$ cat src/rtl/rr_bus_arbiter4_if.sv
// ============================================================================
// Module   : rr_bus_arbiter4_if
// Brief    : Bundle of request, data, grant and output-stage handshake signals
//            for the four-way round-robin bus arbiter.
// Revision : 1.0
// ============================================================================
`default_nettype none

interface rr_bus_arbiter4_if #(
    parameter int DATA_WIDTH = 32
);
    logic [3:0]            REQ;
    logic [3:0]            LAST;
    logic [DATA_WIDTH-1:0] D0;
    logic [DATA_WIDTH-1:0] D1;
    logic [DATA_WIDTH-1:0] D2;
    logic [DATA_WIDTH-1:0] D3;
    logic [3:0]            GNT;
    logic [3:0]            ACK;
    logic [1:0]            SEL;
    logic [DATA_WIDTH-1:0] Y;
    logic                  Y_VALID;
    logic                  Y_READY;

    // master: the arbiter itself; slave: the producers and downstream consumer
    modport master (
        input  REQ, LAST, D0, D1, D2, D3, Y_READY,
        output GNT, ACK, SEL, Y, Y_VALID
    );

    modport slave (
        output REQ, LAST, D0, D1, D2, D3, Y_READY,
        input  GNT, ACK, SEL, Y, Y_VALID
    );
endinterface

`default_nettype wire

$ cat src/rtl/rr_bus_arbiter4.sv
// ============================================================================
// Module   : rr_bus_arbiter4
// Brief    : Four-requester round-robin arbiter with burst hold, shared 4:1
//            data mux select and a registered valid/ready output stage.
// Revision : 1.0
// ============================================================================
`default_nettype none

module rr_bus_arbiter4 #(
    parameter int DATA_WIDTH = 32,
    parameter int MAX_HOLD   = 8
) (
    input  wire logic         CLK,
    input  wire logic         RST,
    rr_bus_arbiter4_if.master bus
);

    typedef enum logic [0:0] {
        ST_IDLE = 1'b0,
        ST_BUSY = 1'b1
    } state_t;

    localparam logic [7:0] c_hold_last = 8'(MAX_HOLD - 1);

    state_t                r_state;
    state_t                w_state_nxt;
    logic [1:0]            r_ptr;
    logic [1:0]            w_ptr_nxt;
    logic [1:0]            r_sel;
    logic [1:0]            w_sel_nxt;
    logic [3:0]            r_gnt;
    logic [3:0]            w_gnt_nxt;
    logic [7:0]            r_hold_cnt;
    logic [7:0]            w_hold_cnt_nxt;
    logic [DATA_WIDTH-1:0] r_y;
    logic [DATA_WIDTH-1:0] w_y_nxt;
    logic                  r_y_valid;
    logic                  w_y_valid_nxt;

    logic                  w_pick_valid;
    logic [1:0]            w_pick_idx;
    logic                  w_open;
    logic                  w_owner_req;
    logic                  w_take;
    logic                  w_final;
    logic [DATA_WIDTH-1:0] w_mux_data;

    // Rotating search: later iterations override, so ptr+1 ends up highest priority
    always_comb begin
        w_pick_valid = 1'b0;
        w_pick_idx   = r_ptr;
        for (int i = 4; i >= 1; i--) begin
            if (bus.REQ[r_ptr + 2'(i)]) begin
                w_pick_valid = 1'b1;
                w_pick_idx   = r_ptr + 2'(i);
            end
        end
    end

    always_comb begin
        w_mux_data = bus.D0;
        case (r_sel)
            2'd0:    w_mux_data = bus.D0;
            2'd1:    w_mux_data = bus.D1;
            2'd2:    w_mux_data = bus.D2;
            default: w_mux_data = bus.D3;
        endcase
    end

    assign w_open      = !r_y_valid || bus.Y_READY;
    assign w_owner_req = bus.REQ[r_sel];
    assign w_take      = (r_state == ST_BUSY) && w_owner_req && w_open;
    assign w_final     = bus.LAST[r_sel] || (r_hold_cnt == c_hold_last);

    always_comb begin
        w_state_nxt    = r_state;
        w_ptr_nxt      = r_ptr;
        w_sel_nxt      = r_sel;
        w_gnt_nxt      = r_gnt;
        w_hold_cnt_nxt = r_hold_cnt;
        w_y_nxt        = r_y;
        w_y_valid_nxt  = r_y_valid;

        case (r_state)
            ST_IDLE: begin
                if (w_pick_valid) begin
                    w_state_nxt    = ST_BUSY;
                    w_gnt_nxt      = 4'b0001 << w_pick_idx;
                    w_sel_nxt      = w_pick_idx;
                    w_hold_cnt_nxt = 8'd0;
                end
            end
            ST_BUSY: begin
                if (w_take) begin
                    w_hold_cnt_nxt = r_hold_cnt + 8'd1;
                end
                // LAST and hold limit on one beat collapse into a single release
                if ((w_take && w_final) || !w_owner_req) begin
                    w_state_nxt = ST_IDLE;
                    w_gnt_nxt   = 4'b0000;
                    w_ptr_nxt   = r_sel;
                end
            end
            default: begin
                w_state_nxt = ST_IDLE;
                w_gnt_nxt   = 4'b0000;
            end
        endcase

        // Output stage drains on its own, independent of the arbiter state
        if (w_take) begin
            w_y_nxt       = w_mux_data;
            w_y_valid_nxt = 1'b1;
        end else if (bus.Y_READY) begin
            w_y_valid_nxt = 1'b0;
        end
    end

    always_ff @(posedge CLK) begin
        if (RST) begin
            r_state    <= ST_IDLE;
            r_ptr      <= 2'd3;
            r_sel      <= 2'd0;
            r_gnt      <= 4'b0000;
            r_hold_cnt <= 8'd0;
            r_y        <= '0;
            r_y_valid  <= 1'b0;
        end else begin
            r_state    <= w_state_nxt;
            r_ptr      <= w_ptr_nxt;
            r_sel      <= w_sel_nxt;
            r_gnt      <= w_gnt_nxt;
            r_hold_cnt <= w_hold_cnt_nxt;
            r_y        <= w_y_nxt;
            r_y_valid  <= w_y_valid_nxt;
        end
    end

    assign bus.GNT     = r_gnt;
    assign bus.SEL     = r_sel;
    assign bus.ACK     = w_take ? (4'b0001 << r_sel) : 4'b0000;
    assign bus.Y       = r_y;
    assign bus.Y_VALID = r_y_valid;

endmodule

`default_nettype wire

$ cat src/flat_wrapper.sv
// flat-port wrapper written by rule: the top's interface ports become plain ports
module rr_bus_arbiter4_flat 
#(
    parameter int DATA_WIDTH = 32,
    parameter int MAX_HOLD   = 8
)
  (CLK, RST, bus_REQ, bus_LAST, bus_D0, bus_D1, bus_D2, bus_D3, bus_Y_READY, bus_GNT, bus_ACK, bus_SEL, bus_Y, bus_Y_VALID);
  rr_bus_arbiter4_if #(.DATA_WIDTH(DATA_WIDTH)) bus_i ();
  input  wire logic CLK;
  input  wire logic RST;
  input wire logic [$bits(bus_i.REQ)-1:0] bus_REQ;
  input wire logic [$bits(bus_i.LAST)-1:0] bus_LAST;
  input wire logic [$bits(bus_i.D0)-1:0] bus_D0;
  input wire logic [$bits(bus_i.D1)-1:0] bus_D1;
  input wire logic [$bits(bus_i.D2)-1:0] bus_D2;
  input wire logic [$bits(bus_i.D3)-1:0] bus_D3;
  input wire logic [$bits(bus_i.Y_READY)-1:0] bus_Y_READY;
  output wire logic [$bits(bus_i.GNT)-1:0] bus_GNT;
  output wire logic [$bits(bus_i.ACK)-1:0] bus_ACK;
  output wire logic [$bits(bus_i.SEL)-1:0] bus_SEL;
  output wire logic [$bits(bus_i.Y)-1:0] bus_Y;
  output wire logic [$bits(bus_i.Y_VALID)-1:0] bus_Y_VALID;
  assign bus_i.REQ = bus_REQ;
  assign bus_i.LAST = bus_LAST;
  assign bus_i.D0 = bus_D0;
  assign bus_i.D1 = bus_D1;
  assign bus_i.D2 = bus_D2;
  assign bus_i.D3 = bus_D3;
  assign bus_i.Y_READY = bus_Y_READY;
  assign bus_GNT = bus_i.GNT;
  assign bus_ACK = bus_i.ACK;
  assign bus_SEL = bus_i.SEL;
  assign bus_Y = bus_i.Y;
  assign bus_Y_VALID = bus_i.Y_VALID;
  rr_bus_arbiter4 #(.DATA_WIDTH(DATA_WIDTH), .MAX_HOLD(MAX_HOLD)) u_core (.CLK(CLK), .RST(RST), .bus(bus_i));
endmodule
$ cat config.mk
export PLATFORM = sky130hd
export DESIGN_NAME = rr_bus_arbiter4_flat
export DESIGN_NICKNAME = d
export VERILOG_FILES = /design/src/rtl/rr_bus_arbiter4_if.sv /design/src/rtl/rr_bus_arbiter4.sv /design/src/flat_wrapper.sv
export SDC_FILE = /design/constraint.sdc
export NUM_CORES = 1
export LEC_CHECK = 0
export BUFFER_PORTS_ARGS = -buffer_cell sky130_fd_sc_hd__buf_2
export CAP_MARGIN = 0
export CORE_ASPECT_RATIO = 1.2
export CORE_MARGIN = 2
export CORE_UTILIZATION = 46
export DETAILED_ROUTE_END_ITERATION = 8
export GPL_ROUTABILITY_DRIVEN = 0
export GPL_TIMING_DRIVEN = 0
export PLACE_DENSITY_LB_ADDON = 0.25
export REMOVE_ABC_BUFFERS = 1
export SLEW_MARGIN = 40
export SYNTH_ARGS = -nofsm -noshare
export SYNTH_HDL_FRONTEND = slang
export SYNTH_SLANG_ARGS = --single-unit
$ cat constraint.sdc
create_clock -name CLK -period 3.65 [get_ports CLK]
set_input_delay 0.365 -clock CLK [delete_from_list [all_inputs] [get_ports CLK]]
set_output_delay 0.365 -clock CLK [all_outputs]
set_load 0.03 [all_outputs]
==> Flow_metrics.wiki, run 1 <==
{| class="wikitable"
! Metric !! Value
|-
| CTS-repair resized insts || 0
|-
| Grt total ovfl || 0
|-
| Initial core utilization || around 47%
|-
| Share of the clock period used by the worst path after layout || a little over 80%
|-
| TritonCTS Sinks || 50
|-
| Detailed Route Iter0 Violations || between 100 and 150
|-
| Warnings from Yosys || 0
|-
| Post-synth design cell area || 2820 sq um
|-
| Worst relative slew slack || 50.2%
|-
| Per-instance average area after synthesis || 9.58 sq um
|-
| CP Launch Type || register
|-
| Result of the run || finished clean
|-
| Sequential Power Share || 41.3%
|-
| DRC violations left || 0
|-
| Initial antenna violation count || 0
|-
| Net Sw Frac || between 30% and 40%
|-
| Worst setup path class || reg -> out
|-
| Std cell rows || 31
|-
| Post-CTS setup buffer count || 0
|-
| Inst Count DP || 535
|-
| Post-layout instance count excluding filler cells || about 540
|-
| Worst Setup Slack post-DPL || approximately 0.94 ns
|-
| Total of max-cap violations || 0
|-
| Total vias in the final route || ~2900
|-
| Final HPWL from detailed placement || around 6200 microns
|-
| Leakage || about 0.0017 uW
|-
| Biggest area consumer among synthesized cells || sky130_fd_sc_hd__dfxtp_1
|-
| Max-slew violation count || 0
|-
| Largest fanout on the critical path || 42
|-
| Clock network fraction of total power || roughly a fifth
|-
| Final std cell area, no fill || ~3800 sq um
|-
| Die Outline Area || slightly below 7000 sq um
|-
| Cell Int Power || between 1000 and 1500 uW
|-
| Required time reported for the critical path endpoint || 3.28 ns
|-
| Min-delay worst type || in -> reg
|-
| Horizontal extent of the die || between 70 and 80 microns
|-
| Number of buffers inserted during clock tree synthesis || 5
|-
| Chip height || 89.7 microns
|-
| Core footprint || ~6000 sq um
|-
| DRT Wirelength || ~8100 microns
|-
| Highest clock frequency the design can meet || around 0.34 GHz
|-
| Pin count of the biggest net entering global routing || 48
|-
| Number of top-level pins || around 180
|-
| Nature of the critical path endpoint || primary output
|-
| Fin util || around 64%
|-
| Count of buffers from port buffering || around 180
|-
| Post-Route Setup TNS || 0 ns
|-
| Placed cell areas || around 3700 sq um
|-
| Overall track demand over capacity in global routing || 24.3%
|-
| Total net switching power || 612 uW
|-
| Number of nets in the layout || 600
|-
| Top Family by Delay on Critical Path || simple AND/OR/NAND/NOR gates
|-
| Top area cells in the synthesized netlist || sky130_fd_sc_hd__dfxtp_1 (36%), sky130_fd_sc_hd__mux4_2 (26%), sky130_fd_sc_hd__nand2_1 (9.5%)
|-
| Final setup fails || 0
|-
| Part of the total power dissipated in combinational logic || 37.9%
|-
| First-pass GRT wire length || approximately 13000 microns
|-
| Distinct cell type count after synthesis || 33
|-
| H-tree depth || 2
|-
| Clock latency on the worst-skew pair || ~0.3 ns
|-
| Clock transition at the register clock pins on the worst setup and hold paths after CTS || around 0.09 ns
|-
| Unrepaired setup endpoints after global routing || no
|-
| Critical path arrival || 2.61 ns
|-
| Proportion of synthesized chip area in sequential cells || between 30% and 40%
|-
| Via count of the first global-routing pass || about 2900
|-
| Buffers plus inverters on the worst setup path || 1
|-
| Gate count after technology mapping || 294
|-
| Area growth from synthesis to layout || 36.2%
|-
| Wire length per cell || 14.9 microns
|-
| Yosys top cell area share || 35.5%
|-
| Cell depth of the worst flop-to-flop path || 5
|-
| Total power per unit cell area || ~440 nW/um^2
|-
| Cell with the largest stage delay on the worst path || sky130_fd_sc_hd__dfxtp_4
|-
| TritonCTS clock tree || done
|-
| VDD IR max || around 0.00032 V
|-
| Transition time at the pin with the least slew margin || roughly 0.75 ns
|-
| Minimum period implied by the final worst setup slack || around 3 ns
|-
| Avg Vias per Cell || between 5 and 6
|-
| Final critical-path setup slack || ~0.68 ns
|-
| CP Cell Sequence || mux4_2, nand3_2, nor3_1, buf_2
|-
| Worst hold path depth || 4
|-
| Path length in cells of the critical path || 4
|-
| Flop and latch count out of synthesis || 50
|-
| Residual antenna-violating net count after detailed routing || 0
|-
| Post-CTS Hold Buffers || 0
|-
| Share of post-route cells with drive strength above 1 || approximately half
|-
| Clock tree buffer depth || 2
|-
| Hold violation count in the final report || 0
|-
| Setup Skew || ~0.0077 ns
|-
| Detailed-routing iteration count for the pre-antenna-repair pass || 4
|-
| Root Buffer || sky130_fd_sc_hd__clkbuf_8
|-
| # diodes || 0
|-
| Slowest Stage Delay on Critical Path || ~0.72 ns
|}
==> flip-flops by register name, summed over array words and instances (netlist names) <==
| name | count |
|---|---|
| u_core.bus.SEL | 2 |
| u_core.bus.Y_VALID | 1 |
| u_core.r_hold_cnt | 8 |
| u_core.r_ptr | 2 |
| u_core.bus.GNT | 4 |
| u_core.r_state | 1 |
| u_core.bus.Y | 32 |
==> final cells by class <==
| cell class | instances | area, sq um |
|---|---|---|
| multi-input combinational | 221 | 1690 |
| clock buffer | 6 | 93.8 |
| sequential | 50 | 1010 |
| timing repair buffer | 182 | 928 |
| tap | 82 | 103 |
| clock inverter | 2 | 10.0 |
| fill | 568 | 2140 |
==> routing by layer <==
layer | wire, microns | up-vias | global-route usage, %
li1 | - | 1390 | -
met1 | 3000 | 1338 | 26.5
met2 | 4060 | 128 | 42.5
met3 | 784 | 23 | 6.95
met4 | 250 | 0 | 9.50
met5 | 0 | - | 0
==> per-stage QoR <==
| stage | hold slack (ns) | power [uW] |
|---|---|---|
| global route | 0.446 | 1810 |
| finish | 0.414 | 1700 |
| CTS | 0.414 | 1720 |
| detailed placement | 0.443 | 1370 |
| global placement | 0.440 | 1350 |
| floorplan | 0.434 | 1140 |
==> power groups by stage <==
| stage | clock network [uW] | registers (uW) | logic, uW |
|---|---|---|---|
| floorplan | 0 | 815 | 327 |
| global placement | 0 | 728 | 625 |
| detailed placement | 0 | 717 | 648 |
| CTS | 364 | 704 | 651 |
| global route | 388 | 716 | 703 |
| finish | 354 | 701 | 645 |
==> placed cells by master, fill, tap and decap left out, types with 2 or more instances in the layout <==
cell type	count
sky130_fd_sc_hd__buf_2	180
sky130_fd_sc_hd__nand2_1	71
sky130_fd_sc_hd__dfxtp_1	48
sky130_fd_sc_hd__a21oi_1	43
sky130_fd_sc_hd__mux4_2	33
sky130_fd_sc_hd__nor2_1	17
sky130_fd_sc_hd__nor3_1	9
sky130_fd_sc_hd__xor2_1	6
sky130_fd_sc_hd__nand2b_1	5
sky130_fd_sc_hd__o21ai_0	5
sky130_fd_sc_hd__clkbuf_8	5
sky130_fd_sc_hd__and3_1	4
sky130_fd_sc_hd__nand4_1	4
sky130_fd_sc_hd__nand3_1	3
sky130_fd_sc_hd__nor2b_1	3
sky130_fd_sc_hd__nor3b_1	2
sky130_fd_sc_hd__mux2i_1	2
sky130_fd_sc_hd__a211oi_1	2
sky130_fd_sc_hd__clkinv_2	2
sky130_fd_sc_hd__dfxtp_4	2
==> cells by family after synthesis <==
| kind of cell | share of synthesized area, % |
|---|---|
| AND/OR/NAND/NOR | 20.1 |
| AO/OA/AOI/OAI | 10.2 |
| adder cells (fa/ha/maj) | 0.444 |
| flip-flops | 35.5 |
| buffers and inverters | 4.40 |
| XOR/XNOR | 1.87 |
| multiplexers | 27.5 |
==> cells in the mapped netlist <==
| master | instances |
|---|---|
| sky130_fd_sc_hd__nor2b_1 | 3 |
| sky130_fd_sc_hd__buf_2 | 6 |
| sky130_fd_sc_hd__mux4_2 | 33 |
| sky130_fd_sc_hd__o21a_1 | 1 |
| sky130_fd_sc_hd__o31a_1 | 1 |
| sky130_fd_sc_hd__ha_1 | 1 |
| sky130_fd_sc_hd__a21o_1 | 1 |
| sky130_fd_sc_hd__nor2_1 | 17 |
| sky130_fd_sc_hd__and3_4 | 1 |
| sky130_fd_sc_hd__buf_6 | 2 |
| sky130_fd_sc_hd__nand2_1 | 71 |
| sky130_fd_sc_hd__mux2_2 | 1 |
| sky130_fd_sc_hd__xor2_1 | 6 |
| sky130_fd_sc_hd__o21ai_0 | 5 |
| sky130_fd_sc_hd__nand4_1 | 4 |
| sky130_fd_sc_hd__a21oi_1 | 43 |
| sky130_fd_sc_hd__nand2b_1 | 5 |
| sky130_fd_sc_hd__buf_4 | 4 |
| sky130_fd_sc_hd__mux2i_1 | 2 |
| sky130_fd_sc_hd__and3b_1 | 1 |
| sky130_fd_sc_hd__and3_1 | 4 |
| sky130_fd_sc_hd__or3_1 | 1 |
| sky130_fd_sc_hd__dfxtp_1 | 50 |
| sky130_fd_sc_hd__nand3_1 | 3 |
| sky130_fd_sc_hd__a211oi_1 | 2 |
| sky130_fd_sc_hd__nand4bb_1 | 1 |
| sky130_fd_sc_hd__clkbuf_1 | 9 |
| sky130_fd_sc_hd__buf_1 | 2 |
| sky130_fd_sc_hd__nor3b_1 | 2 |
| sky130_fd_sc_hd__nor4_2 | 1 |
| sky130_fd_sc_hd__nand3_2 | 1 |
| sky130_fd_sc_hd__o31ai_1 | 1 |
| sky130_fd_sc_hd__nor3_1 | 9 |
==> path summary, 6_finish.rpt <==
| path | start | endpoint | slack [ns] |
|---|---|---|---|
| worst max-delay path | u_core.bus.SEL[1] | bus_ACK[0] | 0.68 |
| worst min-delay path | bus_Y_READY | u_core.bus.Y_VALID | 0.41 |
| worst max register to register | u_core.bus.SEL[1] | u_core.r_hold_cnt[0] | 1.28 |
| worst min register to register | u_core.bus.Y[12] | u_core.bus.Y[12] | 0.45 |
==> worst reg2reg max path: stages (launching register included) <==
cell                      delay [ns]
sky130_fd_sc_hd__dfxtp_4        0.72
sky130_fd_sc_hd__mux4_2         0.39
sky130_fd_sc_hd__nand3_2        0.59
sky130_fd_sc_hd__nand3_1        0.29
sky130_fd_sc_hd__o21ai_0        0.10
sky130_fd_sc_hd__nor2b_1        0.15
Note: power is estimated with default switching activity, not from simulation.
==> run 2, diff against run 1 <==
--- a/config.mk
+++ b/config.mk
@@ -9,7 +9,7 @@
 export CAP_MARGIN = 0
 export CORE_ASPECT_RATIO = 1.2
 export CORE_MARGIN = 2
-export CORE_UTILIZATION = 46
+export CORE_UTILIZATION = 43
 export DETAILED_ROUTE_END_ITERATION = 8
 export GPL_ROUTABILITY_DRIVEN = 0
 export GPL_TIMING_DRIVEN = 0
==> constraint.sdc (replaced) <==
create_clock -name CLK -period 3.1 [get_ports CLK]
set_input_delay 0.31 -clock CLK [delete_from_list [all_inputs] [get_ports CLK]]
set_output_delay 0.31 -clock CLK [all_outputs]
set_load 0.03 [all_outputs]
==> run 2 against run 1 <==
Compared with the run above: combinational power rose by 19%; die area rose by 6.6%; global-route usage fell by 0.71 points; critical endpoint is now bus_ACK[2]; clock power rose by 6.2%; largest cell class unchanged; critical path depth did not move; largest power group unchanged; critical path type unchanged; core utilization fell by 4.0 points; setup slack got worse by 0.22 ns; register-to-register slack got worse by 0.38 ns; non-clock buffer count did not move; via count fell by 0.35%; clock skew rose by 0.0045 ns; hold slack got worse by 0.045 ns.
==> Flow_metrics.wiki, run 2 (synthesized netlist as in run 1, its figures left out) <==
{| class="wikitable"
! Metric !! Value
|-
| Result of the run || finished clean (unchanged)
|-
| Worst relative slew slack || 63.6% (was 50.2%)
|-
| Horizontal extent of the die || 77.9 microns (was 75.4 microns)
|-
| Core footprint || 6370 sq um (was 5970 sq um)
|-
| Detailed-routing iteration count for the pre-antenna-repair pass || 4 (unchanged)
|-
| Clock tree buffer depth || 2 (unchanged)
|-
| Final HPWL from detailed placement || 6430 microns (was 6190 microns)
|-
| Clock transition at the register clock pins on the worst setup and hold paths after CTS || 0.10 ns (was 0.09 ns)
|-
| Metal-1 WL || 3280 microns (was 3000 microns)
|-
| Die Outline Area || 7220 sq um (was 6770 sq um)
|-
| Path length in cells of the critical path || 4 (unchanged)
|-
| TritonCTS clock tree || done (unchanged)
|-
| Cell depth of the worst flop-to-flop path || 5 (unchanged)
|-
| Top Family by Delay on Critical Path || flip-flops (was simple AND/OR/NAND/NOR gates)
|-
| Min-delay worst type || in -> reg (unchanged)
|-
| Slowest Stage Delay on Critical Path || 0.71 ns (was 0.72 ns)
|-
| Leakage || 0.00171 uW (was 0.00172 uW)
|-
| Required time reported for the critical path endpoint || 2.79 ns (was 3.28 ns)
|-
| Buffers plus inverters on the worst setup path || 1 (unchanged)
|-
| Critical path endpoint || bus_ACK[2] (was bus_ACK[0])
|-
| TritonCTS Sinks || 50 (unchanged)
|-
| Cell with the largest stage delay on the worst path || sky130_fd_sc_hd__dfxtp_4 (unchanged)
|-
| Wire length per cell || 15.2 microns (was 14.9 microns)
|-
| Initial core utilization || 44.2% (was 47.2%)
|-
| Grt total ovfl || 0 (unchanged)
|-
| Fillers || 578 (was 568)
|-
| Critical path arrival || 2.34 ns (was 2.61 ns)
|-
| Inst Count DP || 538 (was 535)
|-
| Clock latency on the worst-skew pair || 0.30 ns (about the same)
|-
| Initial antenna violation count || 1 (was 0)
|-
| Met2 wire len || 4110 microns (was 4060 microns)
|-
| Final setup fails || 0 (unchanged)
|-
| Transition time at the pin with the least slew margin || 0.546 ns (was 0.746 ns)
|-
| Post-layout instance count excluding filler cells || 547 (was 543)
|-
| Minimum period implied by the final worst setup slack || 2.65 ns
|-
| Setup Skew || 0.0122 ns (was 0.00768 ns)
|-
| Highest routed layer || met4 (unchanged)
|-
| Avg Vias per Cell || 5.24 (was 5.30)
|-
| CP Cell Sequence || mux4_2, nand3_4, nor3b_1, buf_2 (was mux4_2, nand3_2, nor3_1, buf_2)
|-
| Count of buffers from port buffering || 181 (unchanged)
|-
| Commonest cells after routing, fill and taps aside || sky130_fd_sc_hd__buf_2 (180), sky130_fd_sc_hd__nand2_1 (71), sky130_fd_sc_hd__dfxtp_1 (48), sky130_fd_sc_hd__a21oi_1 (43), sky130_fd_sc_hd__mux4_2 (33) (unchanged)
|-
| Met3 wire len || 635 microns (was 784 microns)
|-
| Worst setup path class || reg -> out (unchanged)
|-
| Detailed Route Iter0 Violations || 79 (was 116)
|-
| DRT Wirelength || 8330 microns (was 8100 microns)
|-
| Launch instance of the worst register-to-register path || u_core.bus.SEL[1] (unchanged)
|-
| Overall track demand over capacity in global routing || 23.6% (was 24.3%)
|-
| Post-CTS Hold Buffers || 0 (unchanged)
|-
| Share of post-route cells with drive strength above 1 || 49.5% (was 49.7%)
|-
| VDD IR max || 0.000512 V (was 0.000324 V)
|-
| Number of nets in the layout || 600 (unchanged)
|-
| Number of flip-flops under the largest register name || 32 (unchanged)
|-
| Nature of the critical path endpoint || primary output (unchanged)
|-
| Unrepaired setup endpoints after global routing || no (unchanged)
|-
| H-tree depth || 2 (unchanged)
|-
| Total of max-cap violations || 0 (unchanged)
|-
| Most common cell after layout, fill and taps aside || sky130_fd_sc_hd__buf_2 (unchanged)
|-
| Number of buffers inserted during clock tree synthesis || 5 (unchanged)
|-
| DRC violations left || 0 (unchanged)
|-
| Via count of the first global-routing pass || 2860 (was 2921)
|-
| Worst reg-to-reg setup slack || 0.90 ns (was 1.28 ns)
|-
| Minimum hold slack || 0.369 ns (was 0.414 ns)
|-
| Area growth from synthesis to layout || 36.0% (was 36.2%)
|-
| Max-slew violation count || 0 (unchanged)
|-
| Number of top-level pins || 182 (unchanged)
|-
| FF-to-FF End || u_core.r_hold_cnt[5] (was u_core.r_hold_cnt[0])
|-
| Root Buffer || sky130_fd_sc_hd__clkbuf_8 (unchanged)
|-
| Residual antenna-violating net count after detailed routing || 0 (unchanged)
|-
| CP Launch Type || register (unchanged)
|-
| Total power per unit cell area || 513 nW/um^2 (was 443 nW/um^2)
|-
| Source of the critical timing path || u_core.bus.SEL[1] (unchanged)
|-
| Std cell rows || 32 (was 31)
|-
| Post-CTS setup buffer count || 0 (unchanged)
|-
| Pin count of the biggest net entering global routing || 48 (unchanged)
|-
| Largest fanout on the critical path || 42 (unchanged)
|-
| Chip height || 92.7 microns (was 89.7 microns)
|-
| Share of the clock period used by the worst path after layout || about 85%
|-
| Fin util || 60.2% (was 64.2%)
|-
| Hold violation count in the final report || 0 (unchanged)
|-
| First-pass GRT wire length || 13600 microns (was 13000 microns)
|-
| Total vias in the final route || 2869 (was 2879)
|-
| Highest clock frequency the design can meet || 0.378 GHz
|}
==> run 2: changes by cell type in the layout (fill, tap and decap cells not counted), sizes merged <==
| cell | before | now |
|---|---|---|
| clkinv | 2 | 1 |
| diode | 0 | 1 |
| inv | 0 | 1 |
==> run 2: worst min-delay path, delay by kind of cell <==
family / cells / cell delay [ns]
AND/OR/NAND/NOR: 2 / 0.11
AO/OA/AOI/OAI: 1 / 0.11
buffers and inverters: 1 / 0.09
==> run 2: per-stage QoR <==
step           instance area [sq um]  TNS (ns)  power [uW]  setup WS, ns
4_1_cts                         3820         0        1990         0.101
3_3_place_gp                    3700    -29.04        1600         -1.07
3_5_place_dp                    3730         0        1610         0.467
2_1_floorplan                   2690     -1.99        1340        -0.827
6_report                        3830         0        1970         0.451
5_1_grt                         3830         0        2100         0.218
==> run 2: final cells by class <==
cell class	instances	area (sq um)	area share [%]
repair buffers	182	928	24.2
well taps	85	106	2.78
diodes	1	2.50	0.0653
multi-input cells	221	1700	44.4
clock inverters	2	13.8	0.359
clock buffers	6	72.6	1.89
flip-flops and latches	50	1010	26.3
==> run 2: worst min-delay path by stage <==
stage	startpoint	end	slack, ns	cells after the start
2_1_floorplan	RST	u_core.bus.GNT[0]	0.38	1
3_5_place_dp	u_core.bus.Y[28]	u_core.bus.Y[28]	0.44	2
6_report	bus_Y_READY	u_core.bus.Y_VALID	0.37	4
3_3_place_gp	u_core.bus.Y[6]	u_core.bus.Y[6]	0.44	2
5_1_grt	bus_Y_READY	u_core.bus.Y_VALID	0.39	4
4_1_cts	bus_Y_READY	u_core.bus.Y_VALID	0.37	4
==> run 2: routing by layer <==
layer | vias to the layer above | global-route usage (%)
li1 | 1388 | -
met1 | 1344 | 27.8
met2 | 114 | 39.9
met3 | 23 | 5.75
met4 | 0 | 11.3
met5 | - | 0
==> run 2: report_power, final <==
group,internal [uW],switching (uW)
clock network,161,215
logic,360,407
registers,718,105
==> run 2: what timing repair did <==
| action | in CTS | in global routing |
|---|---|---|
| setup endpoints to repair | 0 | 2 |
| resized for setup | 0 | 1 |
| hold endpoints to repair | 0 | 0 |
==> run 3, diff against run 2 <==
--- a/config.mk
+++ b/config.mk
@@ -5,12 +5,12 @@
 export SDC_FILE = /design/constraint.sdc
 export NUM_CORES = 1
 export LEC_CHECK = 0
-export BUFFER_PORTS_ARGS = -buffer_cell sky130_fd_sc_hd__buf_2
 export CAP_MARGIN = 0
-export CORE_ASPECT_RATIO = 1.2
-export CORE_MARGIN = 2
-export CORE_UTILIZATION = 43
+export CORE_AREA = 2 2 71 73
+export CTS_BUF_LIST = sky130_fd_sc_hd__clkbuf_4 sky130_fd_sc_hd__clkbuf_8
 export DETAILED_ROUTE_END_ITERATION = 8
+export DIE_AREA = 0 0 73 75
+export DONT_BUFFER_PORTS = 1
 export GPL_ROUTABILITY_DRIVEN = 0
 export GPL_TIMING_DRIVEN = 0
 export PLACE_DENSITY_LB_ADDON = 0.25
==> run 3 against run 2 <==
Compared with the run above: maximum frequency is 0.82% lower; sequential share of layout area grew 7.8 points; first-iteration DRC count up 10%; largest cell class unchanged; wire length is 17% lower; highest routed layer unchanged; total power fell by 2.7%; sequential cell count unchanged; clock-buffer cell count is 1 lower; setup slack lost 0.022 ns; global-route usage increased by 1.4 points; register-to-register slack lost 0.02 ns.
==> Flow_metrics.wiki, run 3 (synthesized netlist as in run 1, its figures left out) <==
{| class="wikitable"
! Metric !! Value
|-
| Worst relative slew slack || 63.0% (was 63.6%)
|-
| Share of the clock period used by the worst path after layout || 86.1% (was 85.4%)
|-
| Number of flip-flops under the largest register name || 32 (unchanged)
|-
| Core footprint || 4660 sq um (was 6370 sq um)
|-
| Avg Vias per Cell || 6.60 (was 5.24)
|-
| Std cell rows || 25 (was 32)
|-
| Number of nets in the layout || 420 (was 600)
|-
| Share of post-route cells with drive strength above 1 || 18.5% (was 49.5%)
|-
| Total power per unit cell area || 647 nW/um^2 (was 513 nW/um^2)
|-
| Count of buffers from port buffering || 0 (was 181)
|-
| Number of buffers inserted during clock tree synthesis || 5 (unchanged)
|-
| Clock transition at the register clock pins on the worst setup and hold paths after CTS || 0.09 ns (was 0.10 ns)
|-
| Commonest cells after routing, fill and taps aside || sky130_fd_sc_hd__nand2_1 (71), sky130_fd_sc_hd__dfxtp_1 (48), sky130_fd_sc_hd__a21oi_1 (43), sky130_fd_sc_hd__mux4_2 (33), sky130_fd_sc_hd__nor2_1 (17) (was sky130_fd_sc_hd__buf_2 (180), sky130_fd_sc_hd__nand2_1 (71), sky130_fd_sc_hd__dfxtp_1 (48), sky130_fd_sc_hd__a21oi_1 (43), sky130_fd_sc_hd__mux4_2 (33))
|-
| Metal-1 WL || 2580 microns (was 3280 microns)
|-
| Residual antenna-violating net count after detailed routing || 0 (unchanged)
|-
| Grt total ovfl || 0 (unchanged)
|-
| Chip height || 75 microns (was 92.7 microns)
|-
| H-tree depth || 2 (unchanged)
|-
| Transition time at the pin with the least slew margin || 0.552 ns (was 0.546 ns)
|-
| Sequential Area || 1010 sq um (unchanged)
|-
| Nature of the critical path endpoint || primary output (unchanged)
|-
| Placed cell areas || 2820 sq um (was 3730 sq um)
|-
| Minimum period implied by the final worst setup slack || 2.67 ns (was 2.65 ns)
|-
| Post-CTS Hold Buffers || 0 (unchanged)
|-
| Final HPWL from detailed placement || 5250 microns (was 6430 microns)
|-
| Initial core utilization || 60.4% (was 44.2%)
|-
| Post-layout instance count excluding filler cells || 335 (was 547)
|-
| Largest fanout on the critical path || 37 (was 42)
|-
| Max-slew violation count || 0 (unchanged)
|-
| Die Outline Area || 5480 sq um (was 7220 sq um)
|-
| CP Launch Type || register (unchanged)
|-
| Result of the run || finished clean (unchanged)
|-
| Required time reported for the critical path endpoint || 2.79 ns (about the same)
|-
| Pin count of the biggest net entering global routing || 48 (unchanged)
|-
| Leakage || 0.000963 uW (was 0.00171 uW)
|-
| Overall track demand over capacity in global routing || 24.9% (was 23.6%)
|-
| Hold violation count in the final report || 0 (unchanged)
|-
| Clock tree buffer depth || 2 (unchanged)
|-
| Post-CTS setup buffer count || 0 (unchanged)
|-
| Min-delay worst type || in -> reg (unchanged)
|-
| Number of top-level pins || 182 (unchanged)
|-
| TritonCTS Sinks || 50 (unchanged)
|-
| Clock latency on the worst-skew pair || 0.30 ns (about the same)
|-
| First-pass GRT wire length || 10400 microns (was 13600 microns)
|-
| Most common cell after layout, fill and taps aside || sky130_fd_sc_hd__nand2_1 (was sky130_fd_sc_hd__buf_2)
|-
| Unrepaired setup endpoints after global routing || no (unchanged)
|-
| Total Power || 1910 uW (was 1970 uW)
|-
| VDD IR max || 0.000376 V (was 0.000512 V)
|-
| DRC violations left || 0 (unchanged)
|-
| TritonCTS clock tree || done (unchanged)
|-
| # diodes || 0 (was 1)
|-
| Met2 wire len || 3640 microns (was 4110 microns)
|-
| Fin util || 63.4% (was 60.2%)
|-
| Detailed Route Iter0 Violations || 87 (was 79)
|-
| Highest clock frequency the design can meet || 0.374 GHz (was 0.378 GHz)
|-
| CTS-repair resized insts || 0 (unchanged)
|-
| Via count of the first global-routing pass || 2155 (was 2860)
|-
| Highest routed layer || met4 (unchanged)
|-
| Total of max-cap violations || 0 (unchanged)
|-
| Inst Count DP || 327 (was 538)
|-
| Area occupied by multi-input gates || 1730 sq um (was 1700 sq um)
|-
| Critical path arrival || 2.36 ns (was 2.34 ns)
|-
| Wire length per cell || 20.7 microns (was 15.2 microns)
|-
| Post-Route Setup TNS || 0 ns (unchanged)
|-
| Final setup fails || 0 (unchanged)
|-
| Setup Skew || 0.00906 ns (was 0.0122 ns)
|-
| Detailed-routing iteration count for the pre-antenna-repair pass || 5 (was 4)
|-
| Worst setup path class || reg -> out (unchanged)
|-
| Met3 wire len || 562 microns (was 635 microns)
|-
| Area growth from synthesis to layout || 4.93% (was 36.0%)
|-
| Horizontal extent of the die || 73 microns (was 77.9 microns)
|-
| Fillers || 388 (was 578)
|-
| Root Buffer || sky130_fd_sc_hd__clkbuf_8 (unchanged)
|-
| Total vias in the final route || 2212 (was 2869)
|-
| Initial antenna violation count || 0 (was 1)
|-
| DRT Wirelength || 6940 microns (was 8330 microns)
|-
| Final std cell area, no fill || 2960 sq um (was 3830 sq um)
|}
run 3: changes by cell type in the layout (fill, tap and decap cells not counted):
cell                        before  now
sky130_fd_sc_hd__diode_2         1    0
sky130_fd_sc_hd__nor3b_1         2    0
sky130_fd_sc_hd__buf_4           1    0
sky130_fd_sc_hd__clkbuf_1        1    0
sky130_fd_sc_hd__buf_12          1    2
sky130_fd_sc_hd__nor3_1          9    8
sky130_fd_sc_hd__nor3_4          0    1
sky130_fd_sc_hd__bufinv_16       0    1
sky130_fd_sc_hd__nor3b_4         0    1
sky130_fd_sc_hd__nor3b_2         0    1
sky130_fd_sc_hd__buf_2         180    0
run 3: path summary, 6_finish.rpt:
check                  startpoint                   end  slack [ns]  cells past startpoint
min                           RST     u_core.bus.GNT[0]        0.07                      1
max             u_core.bus.SEL[0]            bus_ACK[2]        0.43                      4
max reg2reg     u_core.bus.SEL[1]  u_core.r_hold_cnt[6]        0.88                      6
min reg2reg  u_core.r_hold_cnt[1]  u_core.r_hold_cnt[1]        0.51                      2
run 3: metal layers:
metal,GRT usage [%],vias up
li1,-,1037
met3,7.63,16
met4,12.3,0
met2,44.4,117
met1,26.9,1042
met5,0,-
run 3: layout make-up:
type                       instances  area share, %
timing repair buffer               2           1.35
tap                               54           2.29
clock inverter                     3           1.48
clock buffer                       5           2.33
multi-input combinational        221           58.4
sequential                        50           34.1
run 3: stage by stage:
stage          setup WS, ns  hold WS, ns
2_1_floorplan        -0.827        0.379
3_3_place_gp          -1.51        0.384
3_5_place_dp          0.342        0.387
4_1_cts             0.00130       0.0573
5_1_grt               0.270       0.0443
6_report              0.429       0.0680
run 3: critical path: stages, from the launching register on:
cell and delay (ns):
sky130_fd_sc_hd__dfxtp_4 0.60, sky130_fd_sc_hd__buf_12 0.27, sky130_fd_sc_hd__mux4_2 0.29, sky130_fd_sc_hd__nand3_4 0.37, sky130_fd_sc_hd__nor3b_4 0.51
run 3: power breakdown:
group	switching, uW	internal, uW
clock	215	242
sequential	222	718
combinational	246	269
